`config.mk`:
```
export PLATFORM = sky130hd
export DESIGN_NAME = mips_mc_controller_flat
export DESIGN_NICKNAME = d
export VERILOG_FILES = /design/src/rtl/mips_mc_controller_if.sv /design/src/rtl/mips_mc_controller.sv /design/src/flat_wrapper.sv
export SDC_FILE = /design/constraint.sdc
export NUM_CORES = 1
export LEC_CHECK = 0
export BUFFER_PORTS_ARGS = -buffer_cell sky130_fd_sc_hd__buf_4
export CAP_MARGIN = 40
export CELL_PAD_IN_SITES_DETAIL_PLACEMENT = 1
export CELL_PAD_IN_SITES_GLOBAL_PLACEMENT = 1
export CORE_ASPECT_RATIO = 0.7
export CORE_MARGIN = 1
export CORE_UTILIZATION = 41
export DETAILED_ROUTE_END_ITERATION = 8
export PLACE_DENSITY_LB_ADDON = 0.2
export SLEW_MARGIN = 0
export SYNTH_ARGS = -nofsm -noshare
export SYNTH_HDL_FRONTEND = slang
export SYNTH_SLANG_ARGS = --single-unit
```
`constraint.sdc`:
```
create_clock -name clk -period 2.4 [get_ports clk]
set_input_delay 0.24 -clock clk [delete_from_list [all_inputs] [get_ports clk]]
set_output_delay 0.24 -clock clk [all_outputs]
set_load 0.02 [all_outputs]
```
`src/rtl/mips_mc_controller_if.sv`:
```
// mips_mc_controller_if: instruction fields, memory handshake, datapath controls and status
// bundled between the multicycle controller (master) and the datapath/memory side (slave).
interface mips_mc_controller_if #(
    parameter int CNT_W = 32
);
    logic [5:0] op;
    logic [5:0] funct;
    logic zero;
    logic mem_ready;
    logic mem_req;
    logic MemWrite;
    logic IorD;
    logic IRWrite;
    logic PCWrite;
    logic PCWriteCond;
    logic [1:0] PCSource;
    logic ALUSrcA;
    logic [2:0] ALUSrcB;
    logic [1:0] ALUOp;
    logic [1:0] RegDst;
    logic [1:0] MemtoReg;
    logic RegWrite;
    logic illegal_instr;
    logic bus_error;
    logic [CNT_W-1:0] cycle_count;
    logic [CNT_W-1:0] instr_count;
    modport master (
        input op, funct, zero, mem_ready,
        output mem_req, MemWrite, IorD, IRWrite, PCWrite, PCWriteCond, PCSource, ALUSrcA, ALUSrcB,
        output ALUOp, RegDst, MemtoReg, RegWrite, illegal_instr, bus_error, cycle_count, instr_count
    );
    modport slave (
        output op, funct, zero, mem_ready,
        input mem_req, MemWrite, IorD, IRWrite, PCWrite, PCWriteCond, PCSource, ALUSrcA, ALUSrcB,
        input ALUOp, RegDst, MemtoReg, RegWrite, illegal_instr, bus_error, cycle_count, instr_count
    );
endinterface

```
`src/rtl/mips_mc_controller.sv`:
```
// mips_mc_controller: multicycle MIPS main control FSM with variable-latency memory handshake,
// memory-timeout watchdog, illegal-opcode trap and saturating cycle/instruction counters.
module mips_mc_controller #(
    parameter int CNT_W = 32,
    parameter int TIMEOUT = 255,
    parameter bit EN_JAL_JR = 1'b1
) (
    input logic clk,
    input logic rst,
    mips_mc_controller_if.master bus
);
    typedef enum logic [3:0] {
        IDLE, FETCH, DECODE, MEMADR, MEMRD, MEMWB, MEMWR, RTYPE,
        ALUWB, IMMEX, IMMWB, BRANCH, JUMP, JAL, JR, TRAP
    } state_t;
    localparam logic [15:0] WD_LAST = 16'(TIMEOUT - 1);
    state_t state_q, state_d;
    logic [15:0] wd_q, wd_d;
    logic illegal_q, illegal_d, bus_err_q, bus_err_d;
    logic [CNT_W-1:0] cyc_q, cyc_d, ins_q, ins_d;
    logic waiting, timeout;
    always_ff @(posedge clk or negedge rst) begin
        if (!rst) begin
            state_q <= IDLE;
            wd_q <= '0;
            illegal_q <= 1'b0;
            bus_err_q <= 1'b0;
            cyc_q <= '0;
            ins_q <= '0;
        end else begin
            state_q <= state_d;
            wd_q <= wd_d;
            illegal_q <= illegal_d;
            bus_err_q <= bus_err_d;
            cyc_q <= cyc_d;
            ins_q <= ins_d;
        end
    end
    always_comb begin
        waiting = (state_q == FETCH || state_q == MEMRD || state_q == MEMWR) && !bus.mem_ready;
        timeout = waiting && wd_q == WD_LAST;
        wd_d = (waiting && !timeout) ? wd_q + 16'd1 : '0;
        cyc_d = &cyc_q ? cyc_q : cyc_q + CNT_W'(1);
        ins_d = (state_q == FETCH && bus.mem_ready && ~&ins_q) ? ins_q + CNT_W'(1) : ins_q;
        illegal_d = illegal_q;
        bus_err_d = bus_err_q;
        state_d = state_q;
        bus.mem_req = 1'b0;
        bus.MemWrite = 1'b0;
        bus.IorD = 1'b0;
        bus.IRWrite = 1'b0;
        bus.PCWrite = 1'b0;
        bus.PCWriteCond = 1'b0;
        bus.PCSource = 2'b00;
        bus.ALUSrcA = 1'b0;
        bus.ALUSrcB = 3'b000;
        bus.ALUOp = 2'b00;
        bus.RegDst = 2'b00;
        bus.MemtoReg = 2'b00;
        bus.RegWrite = 1'b0;
        case (state_q)
            IDLE: state_d = FETCH;
            FETCH: begin
                bus.mem_req = 1'b1;
                bus.ALUSrcB = 3'b001;
                bus.IRWrite = bus.mem_ready;
                bus.PCWrite = bus.mem_ready;
                state_d = bus.mem_ready ? DECODE : FETCH;
            end
            DECODE: begin
                bus.ALUSrcB = 3'b011;
                case (bus.op)
                    6'b000000: state_d = (bus.funct != 6'b001000) ? RTYPE : (EN_JAL_JR ? JR : TRAP);
                    6'b100011, 6'b101011: state_d = MEMADR;
                    6'b000100, 6'b000101: state_d = BRANCH;
                    6'b001000, 6'b001100, 6'b001101, 6'b001010: state_d = IMMEX;
                    6'b000010: state_d = JUMP;
                    6'b000011: state_d = EN_JAL_JR ? JAL : TRAP;
                    default: state_d = TRAP;
                endcase
                illegal_d = illegal_q | (state_d == TRAP);
            end
            MEMADR: begin
                bus.ALUSrcA = 1'b1;
                bus.ALUSrcB = 3'b010;
                state_d = (bus.op == 6'b101011) ? MEMWR : MEMRD;
            end
            MEMRD: begin
                bus.mem_req = 1'b1;
                bus.IorD = 1'b1;
                state_d = bus.mem_ready ? MEMWB : MEMRD;
            end
            MEMWB: begin
                bus.MemtoReg = 2'b01;
                bus.RegWrite = 1'b1;
                state_d = FETCH;
            end
            MEMWR: begin
                bus.mem_req = 1'b1;
                bus.MemWrite = 1'b1;
                bus.IorD = 1'b1;
                state_d = bus.mem_ready ? FETCH : MEMWR;
            end
            RTYPE: begin
                bus.ALUSrcA = 1'b1;
                bus.ALUOp = 2'b10;
                state_d = ALUWB;
            end
            ALUWB: begin
                bus.RegDst = 2'b01;
                bus.RegWrite = 1'b1;
                state_d = FETCH;
            end
            IMMEX: begin
                bus.ALUSrcA = 1'b1;
                bus.ALUOp = 2'b11;
                // andi/ori take a zero-extended immediate; addi/slti sign-extend
                bus.ALUSrcB = (bus.op == 6'b001100 || bus.op == 6'b001101) ? 3'b100 : 3'b010;
                state_d = IMMWB;
            end
            IMMWB: begin
                bus.RegWrite = 1'b1;
                state_d = FETCH;
            end
            BRANCH: begin
                bus.ALUSrcA = 1'b1;
                bus.ALUOp = 2'b01;
                bus.PCSource = 2'b01;
                bus.PCWriteCond = bus.zero ^ (bus.op == 6'b000101);
                state_d = FETCH;
            end
            JUMP: begin
                bus.PCSource = 2'b10;
                bus.PCWrite = 1'b1;
                state_d = FETCH;
            end
            JAL: begin
                bus.PCSource = 2'b10;
                bus.PCWrite = 1'b1;
                bus.RegDst = 2'b10;
                bus.MemtoReg = 2'b10;
                bus.RegWrite = 1'b1;
                state_d = FETCH;
            end
            JR: begin
                bus.PCSource = 2'b11;
                bus.PCWrite = 1'b1;
                state_d = FETCH;
            end
            default: ;
        endcase
        if (timeout) begin
            state_d = TRAP;
            bus_err_d = 1'b1;
        end
    end
    assign bus.illegal_instr = illegal_q;
    assign bus.bus_error = bus_err_q;
    assign bus.cycle_count = cyc_q;
    assign bus.instr_count = ins_q;
endmodule

```
`src/flat_wrapper.sv`:
```
// flat-port wrapper written by rule: the top's interface ports become plain ports
module mips_mc_controller_flat 
#(
    parameter int CNT_W = 32,
    parameter int TIMEOUT = 255,
    parameter bit EN_JAL_JR = 1'b1
)
  (clk, rst, bus_op, bus_funct, bus_zero, bus_mem_ready, bus_mem_req, bus_MemWrite, bus_IorD, bus_IRWrite, bus_PCWrite, bus_PCWriteCond, bus_PCSource, bus_ALUSrcA, bus_ALUSrcB, bus_ALUOp, bus_RegDst, bus_MemtoReg, bus_RegWrite, bus_illegal_instr, bus_bus_error, bus_cycle_count, bus_instr_count);
  mips_mc_controller_if #(.CNT_W(CNT_W)) bus_i ();
  input logic clk;
  input logic rst;
  input wire logic [$bits(bus_i.op)-1:0] bus_op;
  input wire logic [$bits(bus_i.funct)-1:0] bus_funct;
  input wire logic [$bits(bus_i.zero)-1:0] bus_zero;
  input wire logic [$bits(bus_i.mem_ready)-1:0] bus_mem_ready;
  output wire logic [$bits(bus_i.mem_req)-1:0] bus_mem_req;
  output wire logic [$bits(bus_i.MemWrite)-1:0] bus_MemWrite;
  output wire logic [$bits(bus_i.IorD)-1:0] bus_IorD;
  output wire logic [$bits(bus_i.IRWrite)-1:0] bus_IRWrite;
  output wire logic [$bits(bus_i.PCWrite)-1:0] bus_PCWrite;
  output wire logic [$bits(bus_i.PCWriteCond)-1:0] bus_PCWriteCond;
  output wire logic [$bits(bus_i.PCSource)-1:0] bus_PCSource;
  output wire logic [$bits(bus_i.ALUSrcA)-1:0] bus_ALUSrcA;
  output wire logic [$bits(bus_i.ALUSrcB)-1:0] bus_ALUSrcB;
  output wire logic [$bits(bus_i.ALUOp)-1:0] bus_ALUOp;
  output wire logic [$bits(bus_i.RegDst)-1:0] bus_RegDst;
  output wire logic [$bits(bus_i.MemtoReg)-1:0] bus_MemtoReg;
  output wire logic [$bits(bus_i.RegWrite)-1:0] bus_RegWrite;
  output wire logic [$bits(bus_i.illegal_instr)-1:0] bus_illegal_instr;
  output wire logic [$bits(bus_i.bus_error)-1:0] bus_bus_error;
  output wire logic [$bits(bus_i.cycle_count)-1:0] bus_cycle_count;
  output wire logic [$bits(bus_i.instr_count)-1:0] bus_instr_count;
  assign bus_i.op = bus_op;
  assign bus_i.funct = bus_funct;
  assign bus_i.zero = bus_zero;
  assign bus_i.mem_ready = bus_mem_ready;
  assign bus_mem_req = bus_i.mem_req;
  assign bus_MemWrite = bus_i.MemWrite;
  assign bus_IorD = bus_i.IorD;
  assign bus_IRWrite = bus_i.IRWrite;
  assign bus_PCWrite = bus_i.PCWrite;
  assign bus_PCWriteCond = bus_i.PCWriteCond;
  assign bus_PCSource = bus_i.PCSource;
  assign bus_ALUSrcA = bus_i.ALUSrcA;
  assign bus_ALUSrcB = bus_i.ALUSrcB;
  assign bus_ALUOp = bus_i.ALUOp;
  assign bus_RegDst = bus_i.RegDst;
  assign bus_MemtoReg = bus_i.MemtoReg;
  assign bus_RegWrite = bus_i.RegWrite;
  assign bus_illegal_instr = bus_i.illegal_instr;
  assign bus_bus_error = bus_i.bus_error;
  assign bus_cycle_count = bus_i.cycle_count;
  assign bus_instr_count = bus_i.instr_count;
  mips_mc_controller #(.CNT_W(CNT_W), .TIMEOUT(TIMEOUT), .EN_JAL_JR(EN_JAL_JR)) u_core (.clk(clk), .rst(rst), .bus(bus_i));
endmodule
```
==> results_dict.tcl, run 1 <==
set metrics [dict create \
    yosysSeqAreaShare 0.481 \
    synth_top_family_by_area "simple AND/OR/NAND/NOR gates" \
    syn2layout_area_growth_pct 28.4 \
    period_needed_ps 2250 \
    synth_area_leader_cell "dfrtp_1" \
    synthesis.nets 470 \
    crit_end "u_core.bus.cycle_count[8]" \
    ys_ff_latch 86 \
    ys.flop_type "dfrtp_1" \
    status "finished, final reports clean" \
    gp_congestion 0.791 \
    rsz0062_at_grt "no" \
    core_area_um2 10500 \
    synth.avg_cell_area_um2 9.93 \
    reg2reg_to "u_core.bus.cycle_count[8]" \
    rrSetupSlack_ps 150 \
    grt_usage 0.216 \
    synth-compound-area-share 0.0543 \
    crit_family "simple AND/OR/NAND/NOR gates" \
    io_pins 101 \
    crit_buf_inv 1 \
    antennaDiodeCount 0 \
    ys_top_cells_by_area "dfrtp_1 48%, xnor2_1 10%, xor2_1 4.7%" \
    worst_pin_slew_ps 596 \
    p_int_uw 2970 \
    crit_required_ps 2660 \
    yosysWarnings 0 \
    start_util 0.427 \
    cts_tree "built" \
    vdd_drop_max_mv 0.435 \
    multi_input_area_um2 2230 \
    fin_hold_ws_ps 298 \
    rr_worst_depth 7 \
    slew_headroom 0.599 \
    r2r-start "u_core.bus.cycle_count[0]" \
    synthDominantCellAreaShare 0.481 \
    grt_pass1_wl_um 19200 \
    setup_viol 0 \
    synth-xor-area-share 0.147 \
    ys_async_sr_fraction 1.00 \
    crit_start "u_core.bus.cycle_count[0]" \
    drt_wl_total_um 11600 \
    final_core_util 0.548 \
    period_share 0.938 \
    hold_class "in -> reg" \
    synthMuxAreaShare 0.00952 \
    p_comb_frac 0.284 \
    grt_overflow 0 \
    vias_per_cell 5.40 \
    powerDensity_nw_per_um2 768 \
    grt_pass1_vias 3774 \
    numPortBuffers 100 \
    drtPass1Iterations 4 \
    switchingPower_uw 1430 \
    die_h_um 89.4 \
    drtIter0Drc 171 \
    cts.sinks 86 \
    placed_area_um2 5420 \
    fp.dieW_um 127 \
    fmax_mhz 444 \
    crit_top_cell "nand4_1" \
    seqCellArea_um2 2150 \
    critPathKind "reg -> reg" \
    cts_setup_buffers 0 \
    ys_types 51 \
    worstPathMaxFanout 9 \
    syn_inst 450 \
    cpMaxStageDelayCell "or4b_1" \
    switching_share 0.325 \
    antenna_found_initial 0 \
    cap_viol_max_count 0 \
    crit_arrival_ps 2510 \
    yosys.area_share.simple 0.277 \
    cts_root_buf "clkbuf_16" \
    worstSetupEndpointType "flop" \
    drive_above_1_share 0.236 \
    drc_errors 0 \
    hold_depth 3 \
    vias 3759 \
    p_clk_frac 0.341 \
    p_leak_uw 0.00259 \
    placementRows 31 \
    clk_pin_slew_worst_paths_ps 60 \
    clock_skew_ps 4.93 \
    drv_slew 0 \
    dpl_worst_slack_ps 171 \
    h-tree-depth 3 \
    cts_resized 0 \
    synth_edf_count 0 \
    power.share.sequential 0.376 \
    antenna_left 0 \
    grt_max_degree 87 \
    critical_path_depth 7 \
    cp-start-kind "flop" \
    finalHoldViolCount 0 \
    final_nets 579 \
    synth-adder-area-share 0.0112 \
    slowest_delay_ps 630 \
    dpl.hpwl_um 8190 \
    crit_chain "ha_1 > and4_1 > nand4_1 > or4b_1 > buf_4 > nand4_1 > xnor2_1" \
    worst_slack_ps 148 \
    cts_inserted_buffers 9 \
    final.fill_count 1178 \
    syn_area_um2 4470 \
    clock_latency_ps 340 \
    wire_per_inst_um 16.6 \
    timing.setup.tns_ps 0 \
    finalInstanceArea_um2 5740 \
    fp.dieArea_um2 11300 \
    clock_path_buffers 2 \
]
[synthesized netlist by cell type, types with 2 or more instances]
cell and number:
inv_1 6, nand3b_1 3, xor2_1 24, nand2b_1 11, mux2i_1 2, mux2_2 2, nand4_1 24, o21ai_0 6
ha_1 4, xnor2_1 51, and4_1 16, nor2_1 43, and3_1 14, and2_1 8, nor2b_1 2, nand2_1 36
dfrtp_1 86, nand4b_1 2, a211o_1 2, a21oi_1 13, a21boi_0 2, clkbuf_1 10, a31oi_1 2, or4b_1 2
nand3_1 37, nor4_1 5, nor3_1 13
[worst min path at each step]
stage	slack [ps]	endpoint	start
floorplan	-60	u_core.bus.bus_error	rst
global placement	320	u_core.bus.instr_count[22]	rst
detailed placement	320	u_core.bus.instr_count[23]	rst
CTS	300	u_core.state_q[1]	bus_mem_ready
global route	350	u_core.state_q[1]	bus_mem_ready
finish	300	u_core.state_q[1]	bus_mem_ready
[sequential cells by signal, summed over array words and instances, names as in the netlist]
| name | cells |
|---|---|
| u_core.state_q | 4 |
| u_core.bus.illegal_instr | 1 |
| u_core.bus.bus_error | 1 |
| u_core.wd_q | 16 |
| u_core.bus.instr_count | 32 |
| u_core.bus.cycle_count | 32 |
[timing repair]
action,CTS,global route
hold endpoints to repair,86,0
hold buffers,1,0
setup endpoints to repair,0,0
[area by class of cell]
cell class / instances / share of cell area
Clock buffer: 12 / 0.0429
Clock inverter: 4 / 0.0122
Inverter: 6 / 0.00392
Multi-Input combinational cell: 344 / 0.388
Sequential cell: 86 / 0.375
Tap cell: 132 / 0.0288
Timing Repair Buffer: 112 / 0.149
[kinds of logic (layout without fill, tap and decap cells)]
family | after synthesis | after routing
simple gates | 226 | 226
flops | 86 | 86
fa+ha+maj | 4 | 4
mux | 4 | 4
buf+inv | 20 | 134
xor+xnor | 75 | 75
compound gates | 35 | 35
[power by group through the flow]
stage / Sequential [µW] / Clock (µW) / Combinational, µW
floorplan: 1740 / 0 / 688
global placement: 1680 / 0 / 1220
detailed placement: 1680 / 0 / 1250
CTS: 1660 / 1540 / 1260
global route: 1670 / 1590 / 1370
finish: 1660 / 1500 / 1250
[per-stage QoR]
stage | cells | total power, µW
floorplan | 450 | 2430
detailed placement | 679 | 2930
global placement | 679 | 2890
finish | 696 | 4410
CTS | 696 | 4460
global route | 696 | 4630
[metal layers]
metal / vias to the layer above / GRT usage / part of all wire
li1: 1803 / - / -
met1: 1859 / 0.299 / 0.49
met2: 86 / 0.347 / 0.46
met3: 11 / 0.0449 / 0.043
met4: 0 / 0.0628 / 0.010
met5: - / 0 / 0
[tightest hold or removal path: cells and delay by family]
kind,cells,cell delay (ps)
compound gates,1,150
buf+inv,1,130
simple gates,1,70
[cell usage in the layout (no fill, tap or decap), types with 3 or more instances in the layout]
cell type	netlist	layout
o21ai_0	6	6
xnor2_1	51	51
nor3_1	13	13
and4_1	16	16
nor4_1	5	5
dfrtp_1	86	86
and2_1	8	8
inv_1	6	6
buf_4	1	110
a21oi_1	13	13
nand3_1	37	37
xor2_1	24	24
clkbuf_16	0	9
nand2_1	36	36
nand4_1	24	24
nand3b_1	3	3
and3_1	14	14
nor2_1	43	43
ha_1	4	4
nand2b_1	11	11
Note: power is estimated with default switching activity, not from simulation.
==> run 2, diff against run 1 <==
- BUFFER_PORTS_ARGS: -buffer_cell sky130_fd_sc_hd__buf_4 -> not set
- CORE_UTILIZATION: 41 -> 52
- DONT_BUFFER_PORTS: not set -> 1
- clock period: 2.4 -> 2.7 ns (I/O delays scaled with it)
==> run 2 against run 1 <==
Effect of this change:
- clock power shrank 25%
- count of clock-buffer cells in the layout shrank 1
- total power shrank 21%
- combinational power shrank 35%
- cell count shrank 19%
- critical path type unchanged
- highest routed layer unchanged
==> results_dict.tcl, run 2 (same netlist as run 1, synthesis figures left out) <==
set metrics [dict create \
    status "finished, final reports clean" \
    start_util 0.551 \
    fmax_mhz 394 \
    cp-start-kind "flop" \
    h-tree-depth 3 \
    final_nets 481 \
    grt_pass1_vias 3550 \
    fp.dieW_um 113 \
    cts_inserted_buffers 9 \
    crit_required_ps 2910 \
    vias 3444 \
    clock_path_buffers 2 \
    wire_per_inst_um 19.9 \
    vdd_drop_max_mv 0.634 \
    placementRows 27 \
    antenna_left 0 \
    antenna_found_initial 0 \
    drv_slew 0 \
    gp_congestion 0.778 \
    dpl.hpwl_um 7930 \
    period_needed_ps 2540 \
    slowest_delay_ps 570 \
    powerDensity_nw_per_um2 711 \
    stdcell_count 565 \
    slew_headroom 0.471 \
    cts_tree "built" \
    grt_max_degree 87 \
    crit_chain "ha_1 > nand3_1 > or3_1 > nor3_1 > nand4_1 > xnor2_1" \
    setup_viol 0 \
    drc_errors 0 \
    antennaDiodeCount 0 \
    fin_hold_ws_ps 229 \
    clock_skew_ps 6.51 \
    cts_root_buf "clkbuf_16" \
    cts.sinks 86 \
    worst_pin_slew_ps 786 \
    timing.setup.tns_ps 0 \
    drtPass1Iterations 4 \
    grt_usage 0.267 \
    fp.dieArea_um2 8980 \
    dp.cells 549 \
    drive_above_1_share 0.0733 \
    worstSetupEndpointType "flop" \
    p_leak_uw 0.00205 \
    critPathKind "reg -> reg" \
    die_h_um 79.6 \
    finalHoldViolCount 0 \
    core_area_um2 8110 \
    crit_arrival_ps 2750 \
    drtIter0Drc 183 \
    cap_viol_max_count 0 \
    cpMaxStageDelayCell "dfrtp_1" \
    final.fill_count 904 \
    cts_setup_buffers 0 \
    layout_common_cells "86 x dfrtp_1, 51 x xnor2_1, 43 x nor2_1" \
    io_pins 101 \
    worstPathMaxFanout 5 \
    period_share 0.940 \
    drt_wl_total_um 11300 \
    grt_overflow 0 \
    clk_pin_slew_worst_paths_ps 60 \
    numPortBuffers 0 \
    hold_class "in -> reg" \
    grt_pass1_wl_um 18400 \
    clock_latency_ps 340 \
    vias_per_cell 6.10 \
    rrSetupSlack_ps 160 \
    rsz0062_at_grt "no" \
    layout_commonest_cell "dfrtp_1" \
    syn2layout_area_growth_pct 10.1 \
]
[run 2: cell type report]
cell class,instances,area (µm²),area share
Inverter,6,22.5,0.00457
Clock inverter,3,22.5,0.00457
Sequential cell,86,2150,0.437
Timing Repair Buffer,14,128,0.0259
Clock buffer,11,243,0.0493
Multi-Input combinational cell,344,2230,0.453
Tap cell,101,126,0.0257
[run 2: report_power, final]
part           total [µW]  internal, µW  switching [µW]
registers            1550          1380             178
logic                 818           245             572
clock network        1130           638             490
[run 2: worst paths after layout]
kind | start | endpoint | depth (start not counted)
min reg2reg | u_core.wd_q[5] | u_core.wd_q[5] | 2
min | bus_op[2] | u_core.state_q[3] | 4
max | u_core.bus.instr_count[0] | u_core.bus.instr_count[30] | 6
max reg2reg | u_core.bus.instr_count[0] | u_core.bus.instr_count[30] | 6
min in group asynchronous | rst | u_core.wd_q[3] | 2
max in group asynchronous | rst | u_core.bus.cycle_count[10] | 2
[run 2: critical path, delay by kind of cell, from the launching register on]
kind	cells	cell delay, ps
DFF	1	570
adders and majority gates	1	280
xor gates and xnor gates	1	180
and+or+nand+nor	4	1380
[run 2: repair_timing]
| action | CTS | global route |
|---|---|---|
| hold buffers | 2 | 0 |
| endpoints found under the hold margin | 86 | 0 |
| gates resized for setup | 0 | 0 |
[run 2: routing by layer]
layer	vias up	global-route usage	routed length (µm)
li1	1619	-	-
met1	1732	0.353	5310
met2	75	0.415	5120
met3	18	0.0926	685
met4	0	0.0827	142
met5	-	0	0
[run 2: per-stage QoR]
step | area [µm²] | util | worst slack (ps) | total power (µW)
final | 4920 | 0.607 | 163 | 3500
after global routing | 4920 | 0.607 | 45.2 | 3650
after CTS | 4920 | 0.607 | 227 | 3520
after detailed placement | 4620 | 0.570 | 283 | 2340
after global placement | 4620 | 0.570 | 436 | 2300
after floorplan | 4470 | - | 603 | 2160
